`src/rtl/stream_mux_n.sv`:
```
// stream_mux_n: N-channel valid/ready sample multiplexer with manual or auto-scan channel selection.
// Optional macro STREAM_MUX_N_SWITCH_BLANK_EN inserts one blank SWITCH cycle whenever the channel changes.
module stream_mux_n #(
  parameter int INPUT_WIDTH = 16,
  parameter int NUM_INPUTS = 8,
  parameter int NUM_OF_SEL_BITS = 3
) (
  input  logic                              CLK,
  input  logic                              RST,
  input  logic [NUM_INPUTS*INPUT_WIDTH-1:0] IN_BUS,
  input  logic [NUM_INPUTS-1:0]             IN_VALID,
  output logic [NUM_INPUTS-1:0]             IN_READY,
  input  logic [NUM_OF_SEL_BITS-1:0]        SEL,
  input  logic                              MODE,
  output logic [INPUT_WIDTH-1:0]            OUT,
  output logic [NUM_OF_SEL_BITS-1:0]        OUT_CH,
  output logic                              OUT_VALID,
  input  logic                              OUT_READY,
  output logic                              SEL_ERR
);
  typedef enum logic [1:0] {
    IDLE,
    HOLD
`ifdef STREAM_MUX_N_SWITCH_BLANK_EN
    , SWITCH
`endif
  } state_t;
  localparam logic [NUM_OF_SEL_BITS-1:0] LAST = NUM_OF_SEL_BITS'(NUM_INPUTS - 1);
  state_t state;
  logic [NUM_OF_SEL_BITS-1:0] ch, eff, nxt;
  logic [INPUT_WIDTH-1:0] sample;
  logic idle, sel_ok;
  // In manual mode the idle channel follows SEL directly so IN_READY tracks it without a cycle of lag.
  always_comb begin
    idle = state == IDLE;
    sel_ok = 32'(SEL) < NUM_INPUTS;
    eff = MODE ? ch : SEL;
    nxt = MODE ? (ch == LAST ? '0 : ch + 1'b1) : (sel_ok ? SEL : ch);
    IN_READY = (idle && !RST && (MODE || sel_ok)) ? NUM_INPUTS'(1) << eff : '0;
    sample = IN_BUS[eff*INPUT_WIDTH +: INPUT_WIDTH];
  end
  always_ff @(posedge CLK) begin
    if (RST) begin
      state <= IDLE;
      ch <= '0;
      OUT <= '0;
      OUT_CH <= '0;
      OUT_VALID <= 1'b0;
      SEL_ERR <= 1'b0;
    end else begin
      SEL_ERR <= idle && !MODE && !sel_ok;
      case (state)
        IDLE: begin
          if (MODE || sel_ok) ch <= eff;
          if (|(IN_READY & IN_VALID)) begin
            OUT <= sample;
            OUT_CH <= eff;
            OUT_VALID <= 1'b1;
            state <= HOLD;
          end
        end
        HOLD: if (OUT_READY) begin
          OUT_VALID <= 1'b0;
          ch <= nxt;
`ifdef STREAM_MUX_N_SWITCH_BLANK_EN
          state <= nxt != ch ? SWITCH : IDLE;
`else
          state <= IDLE;
`endif
        end
`ifdef STREAM_MUX_N_SWITCH_BLANK_EN
        SWITCH: state <= IDLE;
`endif
        default: state <= IDLE;
      endcase
    end
  end
endmodule

```
`config.mk`:
```
export PLATFORM = sky130hd
export DESIGN_NAME = stream_mux_n
export DESIGN_NICKNAME = d
export VERILOG_FILES = /design/src/rtl/stream_mux_n.sv
export SDC_FILE = /design/constraint.sdc
export NUM_CORES = 1
export LEC_CHECK = 0
export ABC_AREA = 1
export CAP_MARGIN = 25
export CORE_MARGIN = 2
export CORE_UTILIZATION = 30
export CTS_CLUSTER_DIAMETER = 30
export DETAILED_ROUTE_END_ITERATION = 8
export GPL_TIMING_DRIVEN = 1
export HOLD_SLACK_MARGIN = 0.02
export PLACE_DENSITY = 0.66
export RECOVER_POWER = 50
export SYNTH_ARGS = -nofsm -noshare
export SYNTH_HDL_FRONTEND = slang
export SYNTH_SLANG_ARGS = --single-unit
```
`constraint.sdc`:
```
create_clock -name CLK -period 4.6 [get_ports CLK]
set_clock_uncertainty 0.2 [all_clocks]
set_input_delay 0.46 -clock CLK [delete_from_list [all_inputs] [get_ports CLK]]
set_output_delay 0.46 -clock CLK [all_outputs]
set_load 0.03 [all_outputs]
```
-- After elaboration in Yosys (flattened, before gate mapping)
Cells that the tools add are included.
- bits in registers: 25
- input port bits: 143
- output and inout port bits: 29
- logic and storage cells: 34
- $add $sub $neg: 1
- equal/unequal tests: 4
- shift-type cells: 2
- muxes and demuxes: 12
- bitwise gates (word level): 1
- reduce and logical (&&, ||, !) cells: 9
- operators with widths (operator ; count):
    variable part select 128 x 8 -> 16 bit ; 1
    2-to-1 mux 3 bit ; 4
    AND 8 bit ; 1
    2-to-1 mux 8 bit ; 1
    OR reduction 8 bit ; 1
    left shift 1 x 3 -> 8 bit (first input constant) ; 1
    case mux 3 bit (2 select lines) ; 1
    AND reduction 2 bit ; 3
    2-to-1 mux 2 bit ; 2
    case mux 2 bit (2 select lines) ; 1
    adder 3 x 1 -> 3 bit (second input constant) ; 1
    equality test 3 bit (second input constant) ; 1
    AND reduction 3 bit ; 1
    equality test 2 x 1 -> 1 bit (second input constant) ; 1
    zero test 2 bit ; 1
    2-to-1 mux 1 bit ; 2
    inequality test 2 x 1 -> 1 bit (second input constant) ; 1
    inequality test 2 bit (second input constant) ; 1
    case mux 1 bit (2 select lines) ; 1
    nonzero test 2 bit ; 1
    logical AND 1 bit ; 1
    zero test 1 bit ; 1

-- Depth between registers and ports, before layout
Gate-level depths: netlist (run 1).
- word-level depth: 7
- depth in mapped cells: 14
- depth with buffers taken out: 11

-- Least setup slack after synthesis (run 1)
No wires, ideal clock.
- kind: input-to-output
- start point: input MODE
- end point: output IN_READY[4]
- arrival time: 1401 ps
- data required time: 3940 ps
- path slack: 2539 ps
- stages: 7
- path buffers: 1
- cells stage by stage: buf_6 inv_6 nand2_2 nand2_4 nor2_4 inv_1 nor2_1
- word-level cells in the longest chain between the ends: 3
- RTL lines (element ; line ; source):
    start: declaration ; 14 ; input logic MODE,
    2-to-1 mux 3 bit ; 37 ; eff = MODE ? ch : SEL;
    left shift 1 x 3 -> 8 bit ; 39 ; IN_READY = (idle && !RST && (MODE || sel_ok)) ? NUM_INPUTS'(1) << eff : '0;
    2-to-1 mux 8 bit ; 39 ;
    end: declaration ; 12 ; output logic [NUM_INPUTS-1:0] IN_READY,
No other way between the ends.

-- Worst setup path after layout (run 1)
- start point: input MODE
- end point: register OUT_CH[2]
- word-level cells in the longest chain between the ends: 6
- RTL lines (element ; line ; source):
    2-to-1 mux 3 bit (*) ; 37 ;
    left shift 1 x 3 -> 8 bit ; 39 ;
    2-to-1 mux 8 bit ; 39 ;
    AND 8 bit ; 55 ; if (|(IN_READY & IN_VALID)) begin
    OR reduction 8 bit ; 55 ;
    AND reduction 2 bit (no source line) ; -- ;
    end signal: assignment ; 47 ; OUT_CH <= '0;
    end signal: assignment ; 57 ; OUT_CH <= eff;
    end: declaration ; 16 ; output logic [NUM_OF_SEL_BITS-1:0] OUT_CH,
Every way passes the cells marked *; elsewhere a longest branch is shown, timed or not.
A chain may end at the register's enable or synchronous reset.

==> run summary, run 1 <==
The distinct cell type count of the synthesized netlist is 29. Fill cells in the final layout number 975. The initial antenna violation count is 0.

The number of hold-slack violations in the final timing report was 0. The share of the synthesized netlist area taken by xor and xnor gates came out at 0%. The top-level I/O count is 172. The global-route total usage across every layer is 19.6%. After clock tree synthesis, the clock-pin slew on the worst setup and hold paths is 0.08 ns. The total power came out at 958 uW. Power spread over the standard cell area amounts to 210 nW/um^2. The maximum root-to-sink buffer count is 2. The number of buffers inserted for hold repair after clock tree synthesis is 0. The total half-perimeter wirelength after legalization and detailed placement came out at 8.19 mm. The post-CTS setup-driven buffer insertion count came out at 0. The finished layout cell area is 4560 um^2. At the worst endpoint, the arrival time is 3.55 ns. IR analysis of the VDD net gives a maximum drop of 0.120 mV. The congestion estimate from routability-driven global placement came to 0.913.

The synthesized area per cell came out at 5.14 um^2. The number of port buffers is 170. The max-slew violation count was 0. The final clock period utilization by the worst path came out at 78.2%.

Based on the critical path, the design can be clocked at up to 0.278 GHz. At the pin with the least slew margin, the transition time is 1.47 ns. The worst relative slew slack is 1.65%. The die span in x is 102 um. The multiplexer fraction of the synthesized cell area came out at 0%. By count the netlist is led by sky130_fd_sc_hd__nand2_1 (363), sky130_fd_sc_hd__inv_1 (32), sky130_fd_sc_hd__nor2_1 (25). The most area-hungry cell type in the Yosys netlist is sky130_fd_sc_hd__nand2_1.

The post-synthesis net count came out at 708. The worst path in the final design needs a cycle of 3.60 ns, including I/O delays and setup. The initial cell density of the core is 31.2%. The number of warnings printed during yosys synthesis came out at 0. The via-per-instance ratio came out at 4.40. The count of instances resized after the clock tree is built came out at 0.

The portion of synthesized cell area occupied by the leading cell type came out at 47.1%. The path class of the lowest-slack min-delay path is flip-flop to flip-flop. The top flip-flop cell by instance count after synthesis is sky130_fd_sc_hd__dfxtp_1. Clock latency on the worst-skew pair, taken at its later pin, is 0.26 ns. The TritonCTS sink count is 23. The total length of routed wires came out at 10.3 mm. The type of the setup path with the least slack is input port to flip-flop. STA classifies the critical path startpoint as an input port. The post-placement worst setup slack came out at 1.33 ns. The number of standard cells after synthesis is 563. The post-route setup TNS came out at 0 ns. Yosys attributes the largest share of cell area to sky130_fd_sc_hd__nand2_1 (47%), sky130_fd_sc_hd__dfxtp_1 (16%), sky130_fd_sc_hd__nand3_1 (4.2%), sky130_fd_sc_hd__inv_1 (4.2%), sky130_fd_sc_hd__nor2_1 (3.2%). Buffers inserted during clock tree synthesis total 3. In the routed design, unresolved DRC markers number 0. In the final routed layout, each cell accounts on average for 12.4 um.

The largest fanout of any net on the critical path is 37. The max-cap check violation count came out at 0. The count of antenna-violating nets left after detailed routing is 0.

The final-report setup violation count is 0. The number of H-tree branching levels came out at 1. The height of the die came out at 102 um. The diode insertion count for antenna repair is 0.

The pin count of the biggest net entering global routing came out at 66. The static leakage is 2.41 nW. The die area came out at 10400 um^2. The fraction of final layout cells sized beyond drive strength 1 came out at 6.23%. Setup repair after global routing left no endpoint under its margin. The category of the worst setup path capture point is a flip-flop. Of the total synthesized cell area, the portion taken by AND, OR, NAND and NOR gates is 63.8%. The root buffer cell chosen for the clock tree is sky130_fd_sc_hd__clkbuf_8. Compared with the post-synthesis result, the final layout area differs by 57.5%. The wire length of the first global-routing pass came out at 16.5 mm. The number of vias in the routed layout came out at 3674. The proportion of synthesized chip area in sequential cells is 15.9%. The async set or reset register ratio after synthesis came out at 0%. The adder and majority gate portion of the synthesized area came out at 0.865%. The required time of the critical path is 4.55 ns. The total congestion overflow came out at 0. The number of optimization iterations in the first detailed-route pass is 4.

The worst-case setup margin in the final layout came out at 1.00 ns. The number of DRC markers in iteration 0 came out at 154. The area of the mapped netlist is 2890 um^2. The TritonCTS clock tree is built. The placement-stage cell area is 4530 um^2. The flow ran to the end, and the final reports show no timing, DRC or antenna violations. The total area inside the core boundary comes to 9280 um^2. The largest family of logic cells by synthesized area is simple AND/OR/NAND/NOR gates.

The count of state elements after synthesis is 23. The net count of the finished layout is 852. The number of enable flip-flop cells after synthesis is 0. The initialized floorplan defines 35 standard-cell rows. The library cell with the highest instance count after synthesis is sky130_fd_sc_hd__nand2_1.

The via count of the first global-routing pass was 3611. Summing the areas of all compound-gate instances in the mapped netlist gives 5.97% of the synthesized area.
==> cell families after synthesis <==
kind of cell,count (synthesis)
AOI/OAI and AO/OA,27
adders and majority gates,2
buffers and inverters,69
DFF,23
other,1
and+or+nand+nor,441
==> metrics by stage <==
stage	hold WS (ns)	utilization, %	std cells
2_1_floorplan	0.277	-	563
3_3_place_gp	0.266	48.8	831
3_5_place_dp	0.270	48.8	831
4_1_cts	0.298	49.3	835
5_1_grt	0.366	49.1	835
6_report	0.287	49.1	835
==> sequential cells by signal, summed over array words and instances (netlist names) <==
signal,count
OUT_CH,3
ch,3
OUT_VALID,1
OUT,16
==> routing by layer <==
layer	share of wire [%]	track usage, %	vias up
li1	-	-	1977
met1	42	23.6	1543
met2	47	36.1	140
met3	8.7	4.10	14
met4	2.0	3.79	0
met5	0	0	-
==> where the power goes <==
group / leakage [nW] / internal (mW) / switching [mW]
Clock: 0.0255 / 0.0604 / 0.0641
Combinational: 2.19 / 0.257 / 0.328
Sequential: 0.190 / 0.230 / 0.0179
Total: 2.41 / 0.547 / 0.410
==> worst max-delay path, stage by stage <==
cell and delay, ns:
sky130_fd_sc_hd__dlygate4sd3_1 0.80, sky130_fd_sc_hd__inv_6 0.10, sky130_fd_sc_hd__nand2_8 0.09, sky130_fd_sc_hd__nand2_8 0.16, sky130_fd_sc_hd__nand2_2 0.16, sky130_fd_sc_hd__inv_2 0.04, sky130_fd_sc_hd__nand3_1 0.07, sky130_fd_sc_hd__nand2_2 0.07
sky130_fd_sc_hd__nor2_2 1.09, sky130_fd_sc_hd__nand2_1 0.22, sky130_fd_sc_hd__o21ai_0 0.21, sky130_fd_sc_hd__inv_1 0.06
==> area by class of cell <==
| cell class | count | area, um^2 | share of cell area (%) |
|---|---|---|---|
| Tap cell | 129 | 161 | 3.54 |
| Inverter | 36 | 140 | 3.07 |
| Clock buffer | 3 | 41.3 | 0.906 |
| Timing Repair Buffer | 172 | 1720 | 37.7 |
| Multi-Input combinational cell | 471 | 2030 | 44.6 |
| Clock inverter | 1 | 5.00 | 0.110 |
| Sequential cell | 23 | 460 | 10.1 |
==> path summary, 6_finish.rpt <==
check                                            start                     end  slack (ns)  cells past startpoint
worst min-delay path            OUT_CH[1]$_SDFFE_PP0P_  OUT_CH[1]$_SDFFE_PP0P_        0.29                      2
worst max-delay path                              MODE  OUT_CH[2]$_SDFFE_PP0P_        1.00                     12
worst max register to register      ch[0]$_SDFFE_PP0P_  OUT_CH[2]$_SDFFE_PP0P_        1.63                     11
worst min register to register  OUT_CH[1]$_SDFFE_PP0P_  OUT_CH[1]$_SDFFE_PP0P_        0.29                      2
==> layout by cell type (no fill, tap or decap) <==
cell                              instances
sky130_fd_sc_hd__nand2_1                363
sky130_fd_sc_hd__clkdlybuf4s50_1        149
sky130_fd_sc_hd__inv_1                   32
sky130_fd_sc_hd__nor2_1                  25
sky130_fd_sc_hd__nand3_1                 24
sky130_fd_sc_hd__dfxtp_1                 23
sky130_fd_sc_hd__dlygate4sd3_1           21
sky130_fd_sc_hd__nand2_2                 12
sky130_fd_sc_hd__a21oi_1                 11
sky130_fd_sc_hd__a21oi_2                  7
sky130_fd_sc_hd__o21ai_0                  6
sky130_fd_sc_hd__inv_2                    3
sky130_fd_sc_hd__nand2_4                  3
sky130_fd_sc_hd__nor2_2                   3
sky130_fd_sc_hd__nand3_2                  3
sky130_fd_sc_hd__clkbuf_8                 3
sky130_fd_sc_hd__nand2_8                  2
sky130_fd_sc_hd__nor2_4                   2
sky130_fd_sc_hd__nor3_1                   2
sky130_fd_sc_hd__a41oi_1                  2
sky130_fd_sc_hd__ha_1                     2
sky130_fd_sc_hd__buf_4                    2
sky130_fd_sc_hd__inv_6                    1
sky130_fd_sc_hd__nor2_8                   1
sky130_fd_sc_hd__or2_2                    1
sky130_fd_sc_hd__o2111ai_1                1
sky130_fd_sc_hd__conb_1                   1
sky130_fd_sc_hd__clkinv_2                 1
(Power assumes the default switching activity.)
==> run 2, diff against run 1 <==
- clock period: 4.6 -> 3.51 ns (I/O delays scaled with it)
==> run summary, run 2 (synthesis gave the netlist of run 1 again) <==
The top-level I/O count came out at 172 (unchanged). The actual transition at the worst max-transition pin came out at 0.924 ns (was 1.47 ns). The routability congestion estimate came out at 0.838 (was 0.913). The largest voltage drop on the vdd net is 0.148 mV (was 0.120 mV). The hold path startpoint is OUT_CH[1]$_SDFFE_PP0P_ (unchanged). The global-route total usage across every layer came to 19.3% (was 19.6%). The signed area change from the synthesized netlist to the final layout is 57.6% (was 57.5%). The TritonCTS sink count is 23 (unchanged). The number of optimization iterations in the first detailed-route pass came to 4 (unchanged). The initial cell density of the core is 31.2% (unchanged). The leading cell type in the layout, fill and taps excluded is sky130_fd_sc_hd__nand2_1 (unchanged).

The category of the worst setup path capture point is an output port (was flip-flop). Unrepaired setup endpoints after global routing: false (unchanged). The finished layout cell area is 4560 um^2 (about the same). The total length of routed wires is 10.3 mm (about the same). The worst-case hold path end point is OUT_CH[1]$_SDFFE_PP0P_ (unchanged). The die span in x came out at 102 um (unchanged). The post-CTS setup-driven buffer insertion count is 0 (unchanged). The power density normalized to cell area is 277 nW/um^2 (was 210 nW/um^2). The initial antenna violation count came out at 0 (unchanged). The standard-cell row count is 35 (unchanged). The number of buffers inserted for hold repair after clock tree synthesis is 0 (unchanged). The final-report setup violation count came out at 0 (unchanged). The detailed-route DRC error count came to 0 (unchanged). Run status: complete, no violations (unchanged).

The TritonCTS clock tree is built (unchanged). The height of the die is 102 um (unchanged). The count of nets after finishing is 852 (unchanged). The pin count of the biggest net entering global routing is 55 (was 66). The number of port buffers came out at 170 (unchanged). The count of instances resized after the clock tree is built came to 0 (unchanged).

The worst relative slew slack came to 38.3% (was 1.65%). The placement-stage cell area is 4510 um^2 (was 4530 um^2). The final clock period utilization by the worst path is 89.2%. The diode insertion count for antenna repair came out at 0 (unchanged). The static leakage was 2.43 nW (was 2.41 nW). The flip-flop count of the largest register, all copies and words added came out at 16 (unchanged). The number of inserted filler cells in the final layout is 1004 (was 975). The register ranked first by flip-flop count was OUT (unchanged). The required time of the critical path came out at 2.96 ns (was 4.55 ns).

The category of the worst setup path launch point is an input port (unchanged). The number of H-tree branching levels was 1 (unchanged). The via-per-instance ratio is 4.43 (was 4.40). The number of cells on the worst hold path is 2 (unchanged).

The number of vias in the routed layout was 3695 (was 3674). The die area came out at 10400 um^2 (unchanged). Commonest cells after routing, fill and taps aside: sky130_fd_sc_hd__nand2_1 (363), sky130_fd_sc_hd__clkdlybuf4s50_1 (144), sky130_fd_sc_hd__inv_1 (32) (was sky130_fd_sc_hd__nand2_1 (363), sky130_fd_sc_hd__clkdlybuf4s50_1 (149), sky130_fd_sc_hd__inv_1 (32)). The fraction of final layout cells sized beyond drive strength 1 came out at 6.94% (was 6.23%). The total CTS buffers came out at 3 (unchanged). The number of hold-slack violations in the final timing report came to 0 (unchanged).

The critical path arrival is 2.58 ns (was 3.55 ns). The wire length of the first global-routing pass came out at 16.1 mm (was 16.5 mm). The post-route setup TNS was 0 ns (unchanged). The CTS clock-pin slew for the worst setup and hold paths came out at 0.08 ns (about the same). The total congestion overflow is 0 (unchanged). The number of cells traversed by the worst register-to-register path came out at 11 (unchanged).

The max-cap check violation count is 0 (unchanged). The largest fanout of any net on the critical path came out at 17 (was 37). The clock latency reported for the late side of the worst-skew pair came out at 0.26 ns (about the same). The wire length per cell is 12.3 um (was 12.4 um). The capture point of the worst reg-to-reg path is OUT_CH[2]$_SDFFE_PP0P_ (unchanged).

The area of the placeable core is 9280 um^2 (unchanged). The count of antenna-violating nets left after detailed routing is 0 (unchanged). The path class of the lowest-slack min-delay path was flip-flop to flip-flop (unchanged). The cell at the root of the clock tree is sky130_fd_sc_hd__clkbuf_8 (unchanged). The maximum root-to-sink buffer count is 2 (unchanged).

The worst path needs 3.13 ns of the cycle, external delays included. Largest registers ranked by flip-flop count: OUT (16), OUT_CH (3), ch (3) (unchanged). The max-slew violation count is 0 (unchanged). The maximum clock rate came out at 0.319 GHz. The number of DRC markers in iteration 0 came out at 130 (was 154).

The count of placed standard cells in the final layout, fillers left out came to 835 (unchanged). The type of the setup path with the least slack is input port to output port (was input port to flip-flop). The total half-perimeter wirelength after legalization and detailed placement is 8.27 mm (was 8.19 mm). The worst reg2reg path startpoint was ch[0]$_SDFFE_PP0P_ (unchanged). The worst reg-to-reg setup slack was 1.28 ns (was 1.63 ns). The via count of the first global-routing pass is 3495 (was 3611). The instance count after placement with tap cells included came to 831 (unchanged).
run 2: cell count changes in the layout (fill, tap and decap cells not counted), sizes merged:
| cell | delta |
|---|---|
| clkdlybuf4s50 | -5 |
| buf | +5 |
run 2: stage by stage:
stage	setup WS, ns	util (%)	hold slack, ns	total power [mW]
after floorplan	1.63	-	0.220	0.821
after global placement	0.527	48.6	0.280	1.12
after detailed placement	0.454	48.6	0.273	1.12
after CTS	0.465	49.1	0.299	1.29
after global routing	0.274	49.1	0.341	1.37
final	0.377	49.1	0.287	1.26
run 2: cell type report:
cell class | count | area [um^2] | share of cell area [%]
Clock buffer | 3 | 41.3 | 0.905
Sequential cell | 23 | 460 | 10.1
Inverter | 36 | 140 | 3.07
Tap cell | 129 | 161 | 3.54
Multi-Input combinational cell | 471 | 2050 | 44.9
Clock inverter | 1 | 5.00 | 0.110
Timing Repair Buffer | 172 | 1700 | 37.4
run 2: critical path: stages:
cell                              delay (ns)
sky130_fd_sc_hd__dlygate4sd3_1          0.82
sky130_fd_sc_hd__inv_6                  0.11
sky130_fd_sc_hd__nand2_2                0.11
sky130_fd_sc_hd__nand2_4                0.13
sky130_fd_sc_hd__nor2_4                 0.16
sky130_fd_sc_hd__inv_1                  0.09
sky130_fd_sc_hd__nor2_1                 0.12
sky130_fd_sc_hd__clkdlybuf4s50_1        0.68
run 2: layer usage:
metal / vias up / GRT usage [%] / share of wire [%]
li1: 1973 / - / -
met4: 0 / 2.97 / 1.2
met3: 11 / 4.65 / 8.9
met1: 1580 / 22.2 / 42
met5: - / 0 / 0
met2: 131 / 36.6 / 48
run 2: power breakdown:
group	internal, mW	switching, mW
combinational	0.336	0.433
clock	0.0794	0.0869
sequential	0.302	0.0244
run 2: worst max-delay path by stage:
stage	start	endpoint	slack (ns)	cells past startpoint
after detailed placement	MODE	OUT[9]$_SDFFE_PP0P_	0.45	11
final	MODE	IN_READY[6]	0.38	8
after global placement	MODE	IN_READY[6]	0.53	8
after global routing	MODE	IN_READY[6]	0.27	8
after floorplan	OUT_VALID$_SDFFE_PP0P_	IN_READY[0]	1.63	5
after CTS	MODE	IN_READY[6]	0.47	8
